## src/rtl/fsm_trace_decoder_pkg.sv

```systemverilog
// fsm_trace_pkg: shared definitions for the sequence-FSM trace decoder.
//   - Moore state codes of the traced 5-state FSM (Q0..Q4)
//   - monitor state encoding (HUNT / SYNC / LOCKED)
//   - idx_of_code(): state index 0..4 for a legal code, IDX_NONE otherwise
package fsm_trace_pkg;

  localparam logic [2:0] Q0 = 3'd2;
  localparam logic [2:0] Q1 = 3'd6;
  localparam logic [2:0] Q2 = 3'd4;
  localparam logic [2:0] Q3 = 3'd7;
  localparam logic [2:0] Q4 = 3'd1;

  localparam logic [2:0] IDX_NONE = 3'd7;

  typedef enum logic [1:0] {
    HUNT   = 2'd0,
    SYNC   = 2'd1,
    LOCKED = 2'd2
  } mon_state_t;

  function automatic logic [2:0] idx_of_code(input logic [2:0] code);
    case (code)
      Q0:      return 3'd0;
      Q1:      return 3'd1;
      Q2:      return 3'd2;
      Q3:      return 3'd3;
      Q4:      return 3'd4;
      default: return IDX_NONE;
    endcase
  endfunction

endpackage

```

## src/rtl/fsm_trace_decoder_if.sv

```systemverilog
// fsm_trace_decoder_if: trace bus between an FSM code source and the decoder.
//   code_in/code_vld       : sampled state code stream (source -> decoder)
//   a_out/a_vld/a_known    : recovered input bit and its qualifiers
//   err/locked/err_count   : error pulse, lock status, saturating error count
//   cur_idx                : index of last accepted state, 7 when none
// master = code source, slave = decoder.
interface fsm_trace_decoder_if #(parameter int CNT_W = 8);

  logic [2:0]       code_in;
  logic             code_vld;
  logic             a_out;
  logic             a_vld;
  logic             a_known;
  logic             err;
  logic             locked;
  logic [CNT_W-1:0] err_count;
  logic [2:0]       cur_idx;

  modport master (
    output code_in, code_vld,
    input  a_out, a_vld, a_known, err, locked, err_count, cur_idx
  );

  modport slave (
    input  code_in, code_vld,
    output a_out, a_vld, a_known, err, locked, err_count, cur_idx
  );

endinterface

```

## src/rtl/fsm_trace_decoder_lut.sv

```systemverilog
// fsm_trans_lut: combinational transition table of the traced FSM.
//   prev, next  : previous and current state codes
//   legal_code  : next is one of the five state codes
//   legal_trans : prev -> next is an edge of the FSM
//   a_bit       : input bit that selects this edge (valid when a_dep)
//   a_dep       : edge depends on the input bit (0 = unconditional edge)
module fsm_trans_lut
  import fsm_trace_pkg::*;
(
  input  logic [2:0] prev,
  input  logic [2:0] next,
  output logic       legal_code,
  output logic       legal_trans,
  output logic       a_bit,
  output logic       a_dep
);

  assign legal_code = (idx_of_code(next) != IDX_NONE);

  always_comb begin
    legal_trans = 1'b0;
    a_bit       = 1'b0;
    a_dep       = 1'b0;
    case ({prev, next})
      {Q0, Q2}, {Q1, Q3}, {Q4, Q1}: legal_trans = 1'b1;
      {Q2, Q1}, {Q3, Q0}: begin
        legal_trans = 1'b1;
        a_dep       = 1'b1;
      end
      {Q2, Q4}, {Q3, Q2}: begin
        legal_trans = 1'b1;
        a_bit       = 1'b1;
        a_dep       = 1'b1;
      end
      default: ;
    endcase
  end

endmodule

```

## src/rtl/fsm_trace_decoder.sv

```systemverilog
// fsm_trace_decoder: checks a 3-bit Moore state-code stream against the
// FSM transition table and recovers the input bit driving each step.
//   clk, reset : rising-edge clock, synchronous active-high reset
//   bus        : fsm_trace_decoder_if.slave (code stream in, decode/status out)
// All outputs are registered; results for a sample appear one clock later.
module fsm_trace_decoder
  import fsm_trace_pkg::*;
#(
  parameter int LOCK_LEN = 2,
  parameter int CNT_W    = 8
) (
  input logic                clk,
  input logic                reset,
  fsm_trace_decoder_if.slave bus
);

  localparam logic [2:0] LOCK_LEN_C = 3'(LOCK_LEN);

  mon_state_t       state;
  logic [2:0]       prev_code;
  logic [2:0]       run;
  logic [2:0]       cur_idx_q;
  logic [CNT_W-1:0] err_cnt_q;
  logic             a_out_q, a_vld_q, a_known_q, err_q, locked_q;

  logic             legal_code, legal_trans, a_bit, a_dep;
  logic             err_now;
  logic [2:0]       run_inc;

  fsm_trans_lut u_lut (
    .prev        (prev_code),
    .next        (bus.code_in),
    .legal_code  (legal_code),
    .legal_trans (legal_trans),
    .a_bit       (a_bit),
    .a_dep       (a_dep)
  );

  // In HUNT there is no valid history, so only the code itself can be wrong.
  assign err_now = bus.code_vld && (!legal_code || (state != HUNT && !legal_trans));
  assign run_inc = run + 3'd1;

  always_ff @(posedge clk) begin
    if (reset) begin
      state     <= HUNT;
      prev_code <= 3'd0;
      run       <= 3'd0;
      cur_idx_q <= IDX_NONE;
      err_cnt_q <= '0;
      a_out_q   <= 1'b0;
      a_vld_q   <= 1'b0;
      a_known_q <= 1'b0;
      err_q     <= 1'b0;
      locked_q  <= 1'b0;
    end else begin
      a_vld_q <= 1'b0;
      err_q   <= err_now;
      if (err_now && !(&err_cnt_q))
        err_cnt_q <= err_cnt_q + 1'b1;

      if (bus.code_vld) begin
        if (!legal_code) begin
          state    <= HUNT;
          locked_q <= 1'b0;
        end else begin
          prev_code <= bus.code_in;
          cur_idx_q <= idx_of_code(bus.code_in);
          case (state)
            HUNT: begin
              state <= SYNC;
              run   <= 3'd0;
            end
            SYNC, LOCKED: begin
              if (legal_trans) begin
                a_vld_q   <= 1'b1;
                a_out_q   <= a_bit;
                a_known_q <= a_dep;
                if (state == SYNC) begin
                  run <= run_inc;
                  if (run_inc == LOCK_LEN_C) begin
                    state    <= LOCKED;
                    locked_q <= 1'b1;
                  end
                end
              end else begin
                // Bad edge but a real code: resync from this code.
                state    <= SYNC;
                locked_q <= 1'b0;
                run      <= 3'd0;
              end
            end
            default: begin
              state    <= HUNT;
              locked_q <= 1'b0;
            end
          endcase
        end
      end
    end
  end

  assign bus.a_out     = a_out_q;
  assign bus.a_vld     = a_vld_q;
  assign bus.a_known   = a_known_q;
  assign bus.err       = err_q;
  assign bus.locked    = locked_q;
  assign bus.err_count = err_cnt_q;
  assign bus.cur_idx   = cur_idx_q;

endmodule

```

## src/flat_wrapper.sv

```systemverilog
// flat-port wrapper written by rule: the top's interface ports become plain ports
module fsm_trace_decoder_flat import fsm_trace_pkg::*;
#(
  parameter int LOCK_LEN = 2,
  parameter int CNT_W    = 8
)
  (clk, reset, bus_code_in, bus_code_vld, bus_a_out, bus_a_vld, bus_a_known, bus_err, bus_locked, bus_err_count, bus_cur_idx);
  fsm_trace_decoder_if #(.CNT_W(CNT_W)) bus_i ();
  input logic clk;
  input logic reset;
  input wire logic [$bits(bus_i.code_in)-1:0] bus_code_in;
  input wire logic [$bits(bus_i.code_vld)-1:0] bus_code_vld;
  output wire logic [$bits(bus_i.a_out)-1:0] bus_a_out;
  output wire logic [$bits(bus_i.a_vld)-1:0] bus_a_vld;
  output wire logic [$bits(bus_i.a_known)-1:0] bus_a_known;
  output wire logic [$bits(bus_i.err)-1:0] bus_err;
  output wire logic [$bits(bus_i.locked)-1:0] bus_locked;
  output wire logic [$bits(bus_i.err_count)-1:0] bus_err_count;
  output wire logic [$bits(bus_i.cur_idx)-1:0] bus_cur_idx;
  assign bus_i.code_in = bus_code_in;
  assign bus_i.code_vld = bus_code_vld;
  assign bus_a_out = bus_i.a_out;
  assign bus_a_vld = bus_i.a_vld;
  assign bus_a_known = bus_i.a_known;
  assign bus_err = bus_i.err;
  assign bus_locked = bus_i.locked;
  assign bus_err_count = bus_i.err_count;
  assign bus_cur_idx = bus_i.cur_idx;
  fsm_trace_decoder #(.LOCK_LEN(LOCK_LEN), .CNT_W(CNT_W)) u_core (.clk(clk), .reset(reset), .bus(bus_i));
endmodule
```

## config.mk

```make
export PLATFORM = sky130hd
export DESIGN_NAME = fsm_trace_decoder_flat
export DESIGN_NICKNAME = d
export VERILOG_FILES = /design/src/rtl/fsm_trace_decoder_pkg.sv /design/src/rtl/fsm_trace_decoder_if.sv /design/src/rtl/fsm_trace_decoder_lut.sv /design/src/rtl/fsm_trace_decoder.sv /design/src/flat_wrapper.sv
export SDC_FILE = /design/constraint.sdc
export NUM_CORES = 1
export LEC_CHECK = 0
export ABC_AREA = 1
export CAP_MARGIN = 5
export CORE_UTILIZATION = 40
export CTS_BUF_LIST = sky130_fd_sc_hd__clkbuf_4 sky130_fd_sc_hd__clkbuf_8
export DETAILED_ROUTE_END_ITERATION = 6
export MAX_ROUTING_LAYER = met4
export SETUP_SLACK_MARGIN = 0.3
export SYNTH_ARGS = -nofsm -noshare
export SYNTH_HDL_FRONTEND = slang
export SYNTH_HIERARCHICAL = 1
export SYNTH_SLANG_ARGS = --single-unit
```

## constraint.sdc

```tcl
create_clock -name clk -period 1.9 [get_ports clk]
set_input_delay 0.285 -clock clk [delete_from_list [all_inputs] [get_ports clk]]
set_output_delay 0.285 -clock clk [all_outputs]
set_load 0.03 [all_outputs]
```

* Word level (Yosys, flattened, before mapping)
Cells that the tools add are included.
** Storage, ports and cells
- Register bits :: 24
- Bits of input ports :: 6
- Output and inout port bits :: 16
- Logic and storage cells :: 74
** Cells by class
- Add/subtract/negate cells :: 2
- Eq/ne operators :: 20
- Mux-type cells :: 18
- Bitwise operators :: 3
- Reductions and logical operators :: 21
** Operators by type and width (count)
- 6-bit == test, second input constant :: 5
- 3-bit case mux with 5 select lines :: 1
- 4-bit AND reduction :: 3
- 3-bit == test, second input constant :: 3
- 8-bit by 1-bit adder with 8-bit output, second input constant :: 1
- 1-bit 2-to-1 mux :: 8
- 2-bit 2-to-1 mux :: 4
- 4-bit inequality test, second input constant :: 2
- 8-bit AND reduction :: 1
- 4-bit OR reduction :: 2
- 7-bit OR reduction :: 1
- 3-bit by 2-bit == test with 1-bit output, second input constant :: 2
- 6-bit by 4-bit == test with 1-bit output, second input constant :: 1
- 6-bit by 5-bit == test with 1-bit output, second input constant :: 1
- 3-bit 2-to-1 mux :: 2
- 3-bit inequality test, second input constant :: 2
- 3-bit case mux with 2 select lines :: 1
- 2-bit case mux with 2 select lines :: 1
- 2-bit nonzero test :: 2
- 2-bit OR reduction :: 2
- 3-bit by 1-bit adder with 3-bit output, second input constant :: 1
- 3-bit by 1-bit == test with 1-bit output, second input constant :: 1
- 1-bit logical AND :: 3
- 1-bit zero test :: 3
- 9 further kinds :: 11

* Depth between registers and ports, before layout
Gate-level depths: netlist (run 1).
- Depth in word-level cells :: 8
- Gate-level depth with buffers :: 13
- Depth with buffers taken out :: 13

* Modules after synthesis
The synthesis (run 1) kept the hierarchy.
** Modules (own cells, without submodules)
- fsm_trace_decoder :: instances 1, cells each 178, area each 1252.5 um^2, seq. area each 480.5 um^2
- fsm_trans_lut :: instances 1, cells each 38, area each 173.9 um^2, seq. area each 0.0 um^2

* Worst setup path after synthesis (run 1)
No wires, ideal clock.
- Path kind :: register to register
- Start :: reg u_core.prev_code[0]
- End :: reg u_core.err_cnt_q[5] (netlist: u_core/bus.err_count[5])
- Library setup time :: 0.113 ns
- Arrival :: 1.350 ns
- Required time :: 1.787 ns
- Setup slack :: 0.437 ns
- Stages on the path, launching flop included :: 13
- Buffers on the path :: 0
- Clock period less this slack :: 1.463 ns
- Cells stage by stage :: dfxtp_1 > nand2_1 > inv_1 > nand3_1 > nand2_2 > nor2_2 > nand2_1 > nand2_1 > nand2_1 > nor2_2 > nand3_1 > o21ai_1 > nor2_1
** Between the ends
- Word-level cells in the longest chain between the ends :: 8
- Elaborated cells between the ends (all ways) :: 14
- Classes of those cells :: 7 x eq/ne; 1 x mux; 6 x reduce/logical
** Ends and longest elaborated chain
- start, declared :: RTL line fsm_trace_decoder.sv:20 : logic [2:0] prev_code;
- start signal, assigned :: RTL line fsm_trace_decoder.sv:66 : prev_code <= bus.code_in;
- 6-bit == test, or another cell as far along :: RTL line fsm_trace_decoder_lut.sv:24 : case ({prev, next})
- 7-bit OR reduction (no line) (*)
- 1-bit 2-to-1 mux (*) :: RTL line fsm_trace_decoder_lut.sv:24
- via u_core.legal_trans :: RTL line fsm_trace_decoder.sv:26 : logic legal_code, legal_trans, a_bit, a_dep;
- 1-bit zero test (*) :: RTL line fsm_trace_decoder.sv:40 : assign err_now = bus.code_vld && (!legal_code || (state != HUNT && !legal_trans));
- 1-bit logical AND (*) :: RTL line fsm_trace_decoder.sv:40
- 1-bit logical OR (*) :: RTL line fsm_trace_decoder.sv:40
- 1-bit logical AND (*) :: RTL line fsm_trace_decoder.sv:40
- 1-bit logical AND (*) :: RTL line fsm_trace_decoder.sv:58 : if (err_now && !(&err_cnt_q))
- end signal, assigned :: RTL line fsm_trace_decoder.sv:59 : err_cnt_q <= err_cnt_q + 1'b1;
- end, declared :: RTL line fsm_trace_decoder.sv:23 : logic [CNT_W-1:0] err_cnt_q;
Mark *: on every way through the listed nets, which the timed path passes. The rest lies on a longest branch.
A chain may end at the register's enable or synchronous reset.

* Worst setup path in the final report (run 1)
- Start :: reg u_core.prev_code[2]
- End :: reg u_core.locked_q (netlist: u_core/bus.locked)
** Between the ends
- Word-level cells in the longest chain between the ends :: 6
- Elaborated cells between the ends (all ways) :: 15
- Classes of those cells :: 9 x eq/ne; 4 x mux; 2 x reduce/logical
** Ends and longest elaborated chain
- 6-bit == test, or another cell as far along :: RTL line fsm_trace_decoder_lut.sv:24
- 7-bit OR reduction (no line) (*)
- 1-bit 2-to-1 mux (*) :: RTL line fsm_trace_decoder_lut.sv:24
- via u_core.legal_trans :: RTL line fsm_trace_decoder.sv:26
- 1-bit 2-to-1 mux :: RTL line fsm_trace_decoder.sv:74 : if (legal_trans) begin
- 1-bit case mux with 2 select lines :: RTL line fsm_trace_decoder.sv:68 : case (state)
- 1-bit 2-to-1 mux :: RTL line fsm_trace_decoder.sv:62 : if (!legal_code) begin
- end signal, assigned :: RTL line fsm_trace_decoder.sv:64 : locked_q <= 1'b0;
- end signal, assigned :: RTL line fsm_trace_decoder.sv:82 : locked_q <= 1'b1;
- end signal, assigned :: RTL line fsm_trace_decoder.sv:88 : locked_q <= 1'b0;
- end, declared :: RTL line fsm_trace_decoder.sv:24 : logic a_out_q, a_vld_q, a_known_q, err_q, locked_q;
Marked as above.

==> impl_metrics.json, run 1 <==
{
  "status": "finished clean",
  "setup_viol_count_final": 0,
  "die_w_um": 61.7,
  "reg2reg_setup_slack_ns": 0.31,
  "switchingPower_uw": 356,
  "rsz0062_at_grt": "yes",
  "gp_congestion": 0.823,
  "holdWs_ns": 0.298,
  "fin_crit_sh_pct": 83.5,
  "tightestPinTransition_ns": 0.312,
  "min_path_cells": 3,
  "ys_ff_latch": 24,
  "clk_pin_slew_worst_paths_ns": 0.15,
  "critPathMaxFanout": 4,
  "ant_nets": 0,
  "io_buffers": 21,
  "worstPathRequired_ns": 2.17,
  "clockPowerShare_pct": 32.3,
  "relSlewSlack_pct": 79.3,
  "grt_pass1_wl_um": 5120,
  "grt_max_degree": 17,
  "worstSkewPairLatency_ns": 0.33,
  "rr_startpoint": "u_core/prev_code[2]",
  "max_stage_delay_ns": 0.40,
  "wirelength_um": 3300,
  "cp-end-kind": "flop",
  "fp.coreArea_mm2": 0.00336,
  "leakage_nw": 0.926,
  "p_int_uw": 840,
  "cts_tree": "built",
  "critPathKind": "flop to flop",
  "fmax_mhz": 630,
  "start_util_pct": 42.4,
  "cts_num_sinks": 24,
  "timing_hold_violations_final": 0,
  "slowest_stage": "dfxtp_4",
  "syn2layout_area_growth_pct": 39.0,
  "wl_per_cell_um": 10.8,
  "firstDrtPassIters": 4,
  "grt-ovfl-total": 0,
  "cap_violations": 0,
  "die_height_um": 61.7,
  "pwr-share-comb_pct": 21.9,
  "vdd_drop_max_uv": 255,
  "cts_buffers": 3,
  "netlist_instances": 216,
  "synth_fp_nets": 229,
  "root_buffer": "clkbuf_4",
  "worst_slack_ns": 0.313,
  "startpoint_type": "flop",
  "p_per_area_mw_per_mm2": 603,
  "switching_share_pct": 29.8,
  "hold_path_end": "u_core/prev_code[0]",
  "ys_seq_area_share_pct": 33.7,
  "cts_hold_buf": 0,
  "io_pins": 22,
  "critical_path_arrival_ns": 1.86,
  "layout-drive-gt1-share_pct": 27.1,
  "yosysWarnings": 6,
  "viasPerCell": 4.72,
  "syn_avg_cell_area_um2": 6.60,
  "vias": 1436,
  "fin_crit_ns": 1.59,
  "grtUsageTotal_pct": 18.7,
  "drt-initial-drc-count": 58,
  "hp-start": "bus_code_in[0]",
  "crit_chain": "inv_2, nor2_2, nand3_1, nand2_2, nor2_4, nand2_4, nand2_2, nor2_2, buf_4, inv_1, o211ai_1, nand2_1, nor2_1",
  "grt_pass1_vias": 1192,
  "diodes": 0,
  "synthesis.area_mm2": 0.00143,
  "final_util_pct": 59.0,
  "ys_types": 24,
  "dp_slack_ns": -0.332,
  "r2r_cells": 13,
  "drc": 0,
  "hpwl_um": 2380,
  "die-area_mm2": 0.00381,
  "clockBufferDepth": 2,
  "row_count": 21,
  "slew_violations": 0,
  "htreeDepth": 1,
  "p_seq_share_pct": 45.8,
  "fillers": 364,
  "antenna_found_initial": 0,
  "hp-class": "primary input to flop",
  "fin_skew_ns": 0.00982,
  "final_nets": 272,
  "r2r_end": "u_core/bus.locked"
}
==> per-stage QoR <==
stage / cell area [um^2] / std cells / power, mW / TNS [ns]
finish: 1980 / 304 / 1.20 / 0
global route: 1980 / 304 / 1.27 / 0
CTS: 1870 / 303 / 1.18 / 0
detailed placement: 1820 / 299 / 0.802 / -5.11
global placement: 1820 / 299 / 0.802 / -4.99
floorplan: 1430 / 216 / 0.707 / 0
==> power groups by stage <==
stage                     Combinational (mW)  Sequential [mW]  Clock [mW]
after floorplan                        0.126            0.582           0
after CTS                              0.239            0.548       0.396
after global routing                   0.290            0.553       0.427
after global placement                 0.243            0.558           0
final                                  0.262            0.548       0.386
after detailed placement               0.244            0.559           0
==> final cells by class <==
type / instances / area [um^2] / area share, %
Clock buffer: 3 / 22.5 / 1.14
Sequential cell: 24 / 492 / 24.8
Inverter: 34 / 128 / 6.44
Tap cell: 46 / 57.6 / 2.90
Clock inverter: 1 / 30.0 / 1.51
Timing Repair Buffer: 41 / 334 / 16.8
Multi-Input combinational cell: 155 / 920 / 46.4
==> sequential cells by signal, indices dropped and copies added, names as in the netlist <==
signal,cells
u_core/bus.cur_idx,3
u_core/bus.a_known,1
u_core/run,3
u_core/bus.a_out,1
u_core/bus.a_vld,1
u_core/prev_code,3
u_core/state,2
u_core/bus.err,1
u_core/bus.err_count,8
u_core/bus.locked,1
==> critical path, delay by kind of cell (launching register included) <==
family / cells / cell delay [ns]
flip-flops: 1 / 0.40
buffers and inverters: 3 / 0.20
AND/OR/NAND/NOR: 9 / 0.84
AO/OA/AOI/OAI: 1 / 0.09
==> synthesized netlist by cell type <==
library cell | n | area [um^2]
nand2_1 | 47 | 176
inv_1 | 32 | 120
nor2_1 | 29 | 109
dfxtp_1 | 24 | 480
nand3_1 | 18 | 90.1
a21oi_1 | 10 | 50.1
o21ai_0 | 9 | 45.0
o21ai_1 | 9 | 45.0
ha_1 | 7 | 87.6
nor2_2 | 6 | 37.5
a21oi_2 | 5 | 43.8
buf_2 | 3 | 15.0
nand2_2 | 3 | 18.8
inv_2 | 2 | 7.51
nand3b_1 | 2 | 15.0
xor2_1 | 2 | 17.5
a211oi_1 | 1 | 7.51
nand2_4 | 1 | 11.3
nand3_2 | 1 | 10.0
nor2_4 | 1 | 11.3
nor3_1 | 1 | 5.00
o211ai_1 | 1 | 7.51
o22ai_1 | 1 | 6.26
xnor2_1 | 1 | 8.76
==> how the worst max path moves through the flow <==
| stage | startpoint | endpoint | slack, ns | depth (start not counted) |
|---|---|---|---|---|
| final | u_core/prev_code[2] | u_core/bus.locked | 0.31 | 13 |
| after global routing | u_core/prev_code[2] | u_core/bus.locked | 0.22 | 13 |
| after CTS | u_core/prev_code[0] | u_core/bus.err_count[6] | 0.30 | 12 |
| after detailed placement | bus_code_in[0] | u_core/bus.err_count[6] | -0.33 | 12 |
| after global placement | bus_code_in[0] | u_core/bus.err_count[6] | -0.33 | 12 |
| after floorplan | u_core/prev_code[0] | u_core/bus.err_count[5] | 0.44 | 12 |
==> per-layer routing <==
| metal | track usage [%] | up-vias | part of all wire [%] |
|---|---|---|---|
| met4 | 5.71 | 0 | 0.79 |
| met1 | 26.0 | 644 | 50 |
| met3 | 2.48 | 2 | 2.6 |
| li1 | - | 768 | - |
| met2 | 28.1 | 22 | 47 |
| met5 | - | - | 0 |
==> cells in the final DEF, fill, tap and decap left out <==
cell and instances:
o21ai_2 2, nand3b_1 2, inv_2 5, nand3_4 1, o22ai_4 1, o21ai_1 8
clkbuf_4 3, ha_1 7, xnor2_1 1, nand2_4 4, nand2_2 7, nor2_4 3
a21oi_1 10, bufinv_16 1, nor2_2 9, clkbuf_2 1, xor2_1 2, a21oi_4 1
o211ai_1 1, dlygate4sd2_1 17, nand3_1 13, dfxtp_4 3, nor3_1 1, clkdlybuf4s15_1 1
clkdlybuf4s50_1 2, nand2_1 40, o21ai_0 8, buf_4 20, a211oi_1 1, inv_1 29
a21oi_2 4, dfxtp_1 21, nand3_2 5, nor2_1 24
==> kinds of logic after synthesis <==
| kind of cell | after synthesis | share of synthesized area [%] |
|---|---|---|
| and+or+nand+nor | 109 | 33.9 |
| buffers and inverters | 37 | 10.0 |
| AOI/OAI and AO/OA | 36 | 14.4 |
| DFF | 24 | 33.7 |
| adders and majority gates | 7 | 6.14 |
| xor gates and xnor gates | 3 | 1.84 |
==> timing repair <==
item / CTS / global route
setup buffers: 0 / 1
resized for setup: 23 / 37
setup endpoints to repair: 39 / 24
pin swaps: 0 / 10
(Power assumes the default switching activity.)
==> run 2: changes to the inputs <==
==> constraint.sdc (replaced) <==
create_clock -name clk -period 1.4 [get_ports clk]
set_input_delay 0.21 -clock clk [delete_from_list [all_inputs] [get_ports clk]]
set_output_delay 0.21 -clock clk [all_outputs]
set_load 0.03 [all_outputs]
==> run 2 against run 1 <==
The flow now finishes with violations (negative setup slack); hold slack better by 0.044 ns; maximum frequency is 2.3% lower; cell count is 2.6% higher; clock-buffer cell count is 1 higher; register-to-register slack worse by 0.54 ns; sequential share of layout area is 1.2 points lower; flip-flop and latch count stayed put; routed wire length is 10% higher; first-iteration DRC count is 36% higher; non-clock buffer count is 8 higher; critical path depth is 1 lower; die area stayed put; critical path type unchanged.
==> impl_metrics.json, run 2 (same netlist as run 1, synthesis figures left out) <==
{
  "regArea_um2": 512,
  "cts_buffers": 3,
  "io_pins": 22,
  "drt-initial-drc-count": 79,
  "wl_per_cell_um": 11.6,
  "ant_nets": 0,
  "timing_hold_violations_final": 0,
  "critPathMaxFanout": 6,
  "hp-class": "primary input to flop",
  "cp-end-kind": "flop",
  "fin_skew_ns": 0.00669,
  "rr_startpoint": "u_core/prev_code[2]",
  "slew_violations": 0,
  "viasPerCell": 4.84,
  "vdd_drop_max_uv": 430,
  "final_common_cell": "buf_4",
  "largest_register_ff_count": 8,
  "clockBufferDepth": 2,
  "worst_slack_ns": -0.225,
  "cts_num_sinks": 24,
  "leakage_nw": 0.954,
  "rsz0062_at_grt": "yes",
  "grt_pass1_vias": 1302,
  "io_buffers": 21,
  "p_per_area_mw_per_mm2": 717,
  "clk_pin_slew_worst_paths_ns": 0.13,
  "wirelength_um": 3630,
  "gp_congestion": 0.864,
  "multi_input_comb_area_mm2": 0.00101,
  "grt-ovfl-total": 0,
  "die_height_um": 61.7,
  "violations": "negative setup slack",
  "layout-drive-gt1-share_pct": 49.2,
  "status": "finished with violations",
  "vias": 1511,
  "hpwl_um": 2680,
  "grt_pass1_wl_um": 5470,
  "grt_max_degree": 14,
  "worstPathRequired_ns": 1.62,
  "root_buffer": "clkbuf_4",
  "die_w_um": 61.7,
  "drc": 0,
  "firstDrtPassIters": 4,
  "reg2reg_setup_slack_ns": -0.22,
  "fin_crit_sh_pct": 116,
  "final_cell_mix": "36 x buf_4, 32 x nand2_1, 23 x inv_1, 23 x nor2_1, 15 x nand2_2",
  "fin_crit_ns": 1.62,
  "die-area_mm2": 0.00381,
  "setup_viol_count_final": 15,
  "critPathLaunch": "u_core/prev_code[2]",
  "r2r_end": "u_core/bus.err_count[6]",
  "fp.coreArea_mm2": 0.00336,
  "row_count": 21,
  "r2r_cells": 12,
  "fillers": 322,
  "syn2layout_area_growth_pct": 52.0,
  "final_util_pct": 64.5,
  "final_nets": 280,
  "cts_hold_buf": 0,
  "relSlewSlack_pct": 76.7,
  "critical_path_arrival_ns": 1.84,
  "critPathKind": "flop to flop",
  "cap_violations": 0,
  "diodes": 0,
  "worstSkewPairLatency_ns": 0.31,
  "setup.worst_path.end": "u_core/bus.err_count[6]",
  "cts_tree": "built",
  "start_util_pct": 42.4,
  "startpoint_type": "flop",
  "antenna_found_initial": 0,
  "holdWs_ns": 0.342,
  "grtUsageTotal_pct": 20.3,
  "fmax_mhz": 615,
  "tightestPinTransition_ns": 0.349,
  "htreeDepth": 1
}
run 2: changes by cell type in the layout (fill, tap and decap cells not counted), sizes merged:
cell	change
dlygate4sd2	-16
bufinv	-1
clkdlybuf4s15	+2
buf	+23
run 2: metal layers:
metal  GRT usage, %  up-vias  share of wire [%]
met2           35.9       20                 53
met1           23.7      699                 43
met4           6.67        0                1.8
met3           2.69        6                2.2
li1               -      786                  -
met5              -        -                  0
run 2: cell type report:
| class | count | area share, % |
|---|---|---|
| Clock buffer | 4 | 1.67 |
| Inverter | 34 | 6.23 |
| Multi-Input combinational cell | 155 | 46.7 |
| Sequential cell | 24 | 23.6 |
| Tap cell | 46 | 2.65 |
| Timing Repair Buffer | 49 | 19.1 |
run 2: report_power, final:
group / internal, mW / switching [mW]
clock: 0.159 / 0.205
combinational: 0.186 / 0.254
sequential: 0.719 / 0.0320
total: 1.06 / 0.491
run 2: metrics by stage:
| stage | std cells | worst slack, ns | area [um^2] | total power [mW] | setup TNS [ns] |
|---|---|---|---|---|---|
| 2_1_floorplan | 216 | -0.00895 | 1550 | 1.01 | -0.0170 |
| 3_3_place_gp | 304 | -0.671 | 1990 | 1.16 | -13.16 |
| 3_5_place_dp | 304 | -0.704 | 1990 | 1.16 | -14.16 |
| 4_1_cts | 310 | -0.142 | 2060 | 1.55 | -1.51 |
| 5_1_grt | 312 | -0.288 | 2170 | 1.66 | -3.48 |
| 6_report | 312 | -0.225 | 2170 | 1.55 | -1.98 |
run 2: worst min-delay path by stage:
stage	cells past startpoint	to	startpoint	slack, ns
global route	3	u_core/prev_code[0]	bus_code_in[0]	0.36
CTS	3	u_core/prev_code[0]	bus_code_in[0]	0.32
global placement	2	u_core/bus.cur_idx[2]	u_core/bus.cur_idx[2]	0.45
detailed placement	2	u_core/run[2]	u_core/run[2]	0.47
floorplan	2	u_core/prev_code[1]	bus_code_in[1]	0.35
finish	3	u_core/prev_code[0]	bus_code_in[0]	0.34
run 2: critical path, cell delays in order, from the launching register on:
cell and delay (ns):
dfxtp_2 0.37, inv_2 0.08, nor2_4 0.04, nand3_1 0.10, nand2_2 0.08, nor2_4 0.13, nand2_4 0.08, nand2_4 0.11
nand3_4 0.09, a21oi_4 0.22, nand3_2 0.11, nand2_2 0.10, nor2_2 0.03
run 2: what timing repair did:
action                                  4_1_cts  5_1_grt
buffers inserted                              2        2
resized for setup                           110       41
pin swaps                                    14        9
endpoints found under the setup margin       40       39
